### src/rtl/mem_req_adapter_pkg.sv
// mem_req_adapter_pkg: shared LC-3b memory-port types and adapter FSM states
package mem_req_adapter_pkg;
    typedef logic [15:0] lc3b_word;
    typedef logic [1:0]  lc3b_mem_wmask;
    typedef enum logic [1:0] {IDLE, REQ, RESP} lc3b_memadapt_state;
endpackage

### src/rtl/mem_timeout_ctr.sv
// mem_timeout_ctr: counts REQ cycles without ack and flags the last allowed one
module mem_timeout_ctr #(
    parameter int LIMIT = 255
) (
    input  logic clk,
    input  logic rst_n,
    input  logic clear,
    input  logic inc,
    output logic expired
);
    localparam int W = $clog2(LIMIT + 1);
    logic [W-1:0] cnt;
    // clear dominates so every REQ entry starts from zero
    always_ff @(posedge clk or negedge rst_n)
        if (!rst_n) cnt <= '0;
        else if (clear) cnt <= '0;
        else if (inc) cnt <= cnt + W'(1);
    assign expired = inc && (cnt == W'(LIMIT - 1));
endmodule

### src/rtl/mem_req_adapter.sv
// mem_req_adapter: CPU level-held mem_read/mem_write to pmem req/ack; optional MEM_TIMEOUT_EN abort
module mem_req_adapter
    import mem_req_adapter_pkg::*;
#(
    parameter int       TIMEOUT_CYCLES = 255,
    parameter lc3b_word ERR_RDATA      = 16'hDEAD
) (
    input  logic          clk,
    input  logic          rst_n,
    input  logic          mem_read,
    input  logic          mem_write,
    input  lc3b_mem_wmask mem_byte_enable,
    input  lc3b_word      mem_address,
    input  lc3b_word      mem_wdata,
    output logic          mem_resp,
    output lc3b_word      mem_rdata,
    output logic          mem_error,
    output logic          pmem_req,
    output logic          pmem_we,
    output lc3b_mem_wmask pmem_be,
    output lc3b_word      pmem_addr,
    output lc3b_word      pmem_wdata,
    input  logic          pmem_ack,
    input  lc3b_word      pmem_rdata
);
    lc3b_memadapt_state state;
`ifdef MEM_TIMEOUT_EN
    logic expired;
    mem_timeout_ctr #(.LIMIT(TIMEOUT_CYCLES)) u_ctr (
        .clk(clk),
        .rst_n(rst_n),
        .clear(state != REQ),
        .inc(state == REQ && !pmem_ack),
        .expired(expired)
    );
`else
    logic unused_params;
    assign unused_params = ^{TIMEOUT_CYCLES, ERR_RDATA};
`endif
    // adapter FSM; pmem_* outputs double as the capture registers
    always_ff @(posedge clk or negedge rst_n)
        if (!rst_n) begin
            state      <= IDLE;
            mem_resp   <= 1'b0;
            mem_rdata  <= '0;
            mem_error  <= 1'b0;
            pmem_req   <= 1'b0;
            pmem_we    <= 1'b0;
            pmem_be    <= '0;
            pmem_addr  <= '0;
            pmem_wdata <= '0;
        end else begin
            mem_resp <= 1'b0;
            case (state)
                IDLE:
                    if (mem_write) begin
                        pmem_we    <= 1'b1;
                        pmem_be    <= mem_byte_enable;
                        pmem_addr  <= {mem_address[15:1], 1'b0};
                        pmem_wdata <= mem_wdata;
                        if (mem_byte_enable == 2'b00) begin
                            state    <= RESP;
                            mem_resp <= 1'b1;
                        end else begin
                            state    <= REQ;
                            pmem_req <= 1'b1;
                        end
                    end else if (mem_read) begin
                        pmem_we   <= 1'b0;
                        pmem_be   <= 2'b11;
                        pmem_addr <= {mem_address[15:1], 1'b0};
                        state     <= REQ;
                        pmem_req  <= 1'b1;
                    end
                REQ:
                    if (pmem_ack) begin
                        if (!pmem_we) mem_rdata <= pmem_rdata;
                        pmem_req <= 1'b0;
                        mem_resp <= 1'b1;
                        state    <= RESP;
                    end
`ifdef MEM_TIMEOUT_EN
                    else if (expired) begin
                        if (!pmem_we) mem_rdata <= ERR_RDATA;
                        mem_error <= 1'b1;
                        pmem_req  <= 1'b0;
                        mem_resp  <= 1'b1;
                        state     <= RESP;
                    end
`endif
                default: state <= IDLE;
            endcase
        end
endmodule

### config.mk
export PLATFORM = sky130hd
export DESIGN_NAME = mem_req_adapter
export DESIGN_NICKNAME = d
export VERILOG_FILES = /design/src/rtl/mem_req_adapter_pkg.sv /design/src/rtl/mem_timeout_ctr.sv /design/src/rtl/mem_req_adapter.sv
export SDC_FILE = /design/constraint.sdc
export NUM_CORES = 1
export LEC_CHECK = 0
export BUFFER_PORTS_ARGS = -buffer_cell sky130_fd_sc_hd__buf_2
export CORE_MARGIN = 2
export CORE_UTILIZATION = 48
export CTS_CLUSTER_SIZE = 25
export DETAILED_ROUTE_END_ITERATION = 10
export GPL_TIMING_DRIVEN = 0
export PLACE_DENSITY = 0.88
export SLEW_MARGIN = 20
export SYNTH_ARGS = -nofsm -noshare
export SYNTH_HDL_FRONTEND = slang
export SYNTH_SLANG_ARGS = --single-unit
### constraint.sdc
create_clock -name clk -period 4.9 [get_ports clk]
set_clock_uncertainty 0.1 [all_clocks]
set_input_delay 0.245 -clock clk [delete_from_list [all_inputs] [get_ports clk]]
set_output_delay 0.245 -clock clk [all_outputs]
set_load 0.02 [all_outputs]
==> results.toml <==
[outcome]
status = "finished clean"

[global_route]
grt_start_max_net_pins = 55
grt_usage_pct = 17.8
grt.overflow.total = 0
antenna_found_initial = 0
grt_pass1_vias = 1605
grt_pass1_wl_mm = 6.84

[cts]
cts_setup_buffers = 0
clkTransAtPathRegs_ps = 90
cts_buffer_depth = 2
cts_tree = "built"
htreeDepth = 2
cts_buffers = 5
root_buffer = "clkbuf_8"
cts_sinks = 54
postCtsResizedCells = 0
clk_latency_ps = 300

[detailed_routing]
first_pass_iters = 4
post_drt_wl_per_cell_um = 13.6
drt_iter0_drc = 45
vias = 1426
via_per_inst = 4.88
drc = 0
ant_nets = 0
wirelength_mm = 3.97

[die]
placementRows = 23
fp.coreArea_mm2 = 0.00409
initial_core_util_pct = 50.8
ios = 109
die_x_um = 69.8
fp.dieH_um = 69.8
dieArea_mm2 = 0.00487

[yosys]
syn_inst = 127
synth_edf_count = 0
syn-cell-area_mm2 = 0.00208
yosys-top-cells-count = "54 x dfrtp_1, 47 x mux2_2, 4 x nand2_1"
synth_top_area_share_pct = 65.1
synth_seq_cells = 54
syn_area_per_cell_um2 = 16.4
yosys.area.top_type = "dfrtp_1"
seq_area_frac_synth_pct = 65.1
async_reset_ff_share_pct = 100
synth_area_leaders = "dfrtp_1 65%, mux2_2 25%, buf_4 1.1%"
synth_cell_types = 21
yosys_warnings = 1
synth.most_common_cell = "dfrtp_1"
ys.flop_type = "dfrtp_1"

[final_layout]
fin_util_pct = 67.9
n_antenna_cell = 0
stdcell_count = 292
syn_to_final_growth_pct = 33.5
fin_nets = 296
drive_above_1_share_pct = 69.8

[setup_path]
path_max_fanout = 10
end_kind = "flip-flop"
slowest_stage = "dfrtp_1"
worstSetupPathType = "flip-flop to flip-flop"
crit_path_start_kind = "flip-flop"
slowest_delay_ps = 460
crit_required_ps = 4980
crit_arrival_ps = 1830
reg2reg_setup_slack_ps = 3160
path_cells = "nand3b_1 > nor2_4 > buf_8 > mux2_2"

[hold_path]
hp-class = "input pin to flip-flop"

[power]
peakVddDrop_uv = 426
power_leakage_nw = 1.38
power_mw = 1.95
powerDensity_mw_per_mm2 = 704

[timing]
fin_crit_ps = 1740
clock.fmax_mhz = 574
period_share_pct = 35.6
setup_ws_ps = 3160
maxSlewHeadroom_pct = 55.8
worst_slew_pin_slew_ps = 662
slew_viol_final = 0
tns_ps = 0
setup-violations-final = 0
hold_violations = 0
rsz0062_at_grt = "false"

[place]
gp_congestion = 0.676
dpl.hpwl_mm = 3.03
dp_slack_ps = 3170
portBuffers = 105
placedCellCount = 283

[run]
cap_viol_max_count = 0
-- final timing paths --
check / to / cells past startpoint / from
max: mem_rdata[8] / 4 / state[1]
min: state[0] / 2 / pmem_ack
max reg2reg: mem_rdata[8] / 4 / state[1]
min reg2reg: mem_rdata[9] / 1 / mem_rdata[9]
max in group asynchronous: pmem_wdata[13] / 2 / rst_n
min in group asynchronous: pmem_wdata[4] / 2 / rst_n
-- placed cells by master, fill, tap and decap left out --
cell type	synthesis	routed
a21o_1	1	1
and2_4	1	1
buf_2	0	104
buf_4	3	4
buf_6	2	2
buf_8	1	1
clkbuf_1	0	1
clkbuf_8	0	6
clkinv_2	0	1
conb_1	1	2
dfrtp_1	54	54
dlygate4sd3_1	0	1
inv_1	1	1
mux2_2	47	47
nand2_1	4	4
nand3b_1	1	1
nor2_1	1	1
nor2_2	1	1
nor2_4	1	1
nor3_4	1	1
nor3b_1	1	1
nor4_1	1	1
o21a_1	1	1
o21ai_0	1	1
o22a_1	2	2
o32ai_1	1	1
-- power by group --
part	internal, mW	switching, mW	leakage (nW)
registers	0.670	0.114	0.635
clock network	0.114	0.132	0.0482
logic	0.410	0.511	0.695
-- repair_timing --
action                                  in CTS  in global routing
hold endpoints to repair                    54                  0
hold buffers                                 1                  0
endpoints found under the setup margin       0                  0
-- kinds of logic (layout without fill, tap and decap cells) --
kind of cell / count (synthesis) / count (layout) / synth area share (%)
buffers and inverters: 7 / 121 / 3.07
flip-flops: 54 / 54 / 65.1
AO/OA/AOI/OAI: 6 / 6 / 2.23
multiplexers: 47 / 47 / 25.5
other: 1 / 2 / 0.181
AND/OR/NAND/NOR: 12 / 12 / 3.98
-- stage by stage --
stage,hold WS (ps),cell area [µm²]
after global routing,48.7,2770
after global placement,350,2670
after floorplan,-151,2080
final,45.2,2770
after detailed placement,231,2670
after CTS,38.2,2770
-- critical path: cells and delay by family, from the launching register on --
family | cells | cell delay [ps]
mux | 1 | 340
buf+inv | 1 | 170
flops | 1 | 460
simple gates | 2 | 550
-- state kept, by name (all words and copies together), names as in the netlist --
signal / flops
pmem_be: 2
pmem_req: 1
mem_resp: 1
pmem_addr: 15
state: 2
pmem_wdata: 16
mem_rdata: 16
pmem_we: 1
-- final cells by class --
class | count | area [µm²]
clock inverters | 1 | 5.00
clock buffers | 7 | 86.3
flip-flops and latches | 54 | 1350
inverters | 1 | 3.75
plain buffers | 6 | 60.1
repair buffers | 106 | 538
multi-input cells | 67 | 666
fillers | 302 | 1310
well taps | 50 | 62.6
-- routing by layer --
metal	vias to the layer above	wire (µm)	global-route usage, %
li1	671	-	-
met2	80	1820	27.7
met4	0	100	10.5
met5	-	0	0
met3	9	387	6.10
met1	666	1660	21.3
No activity file was read; power rests on OpenSTA's default activity.
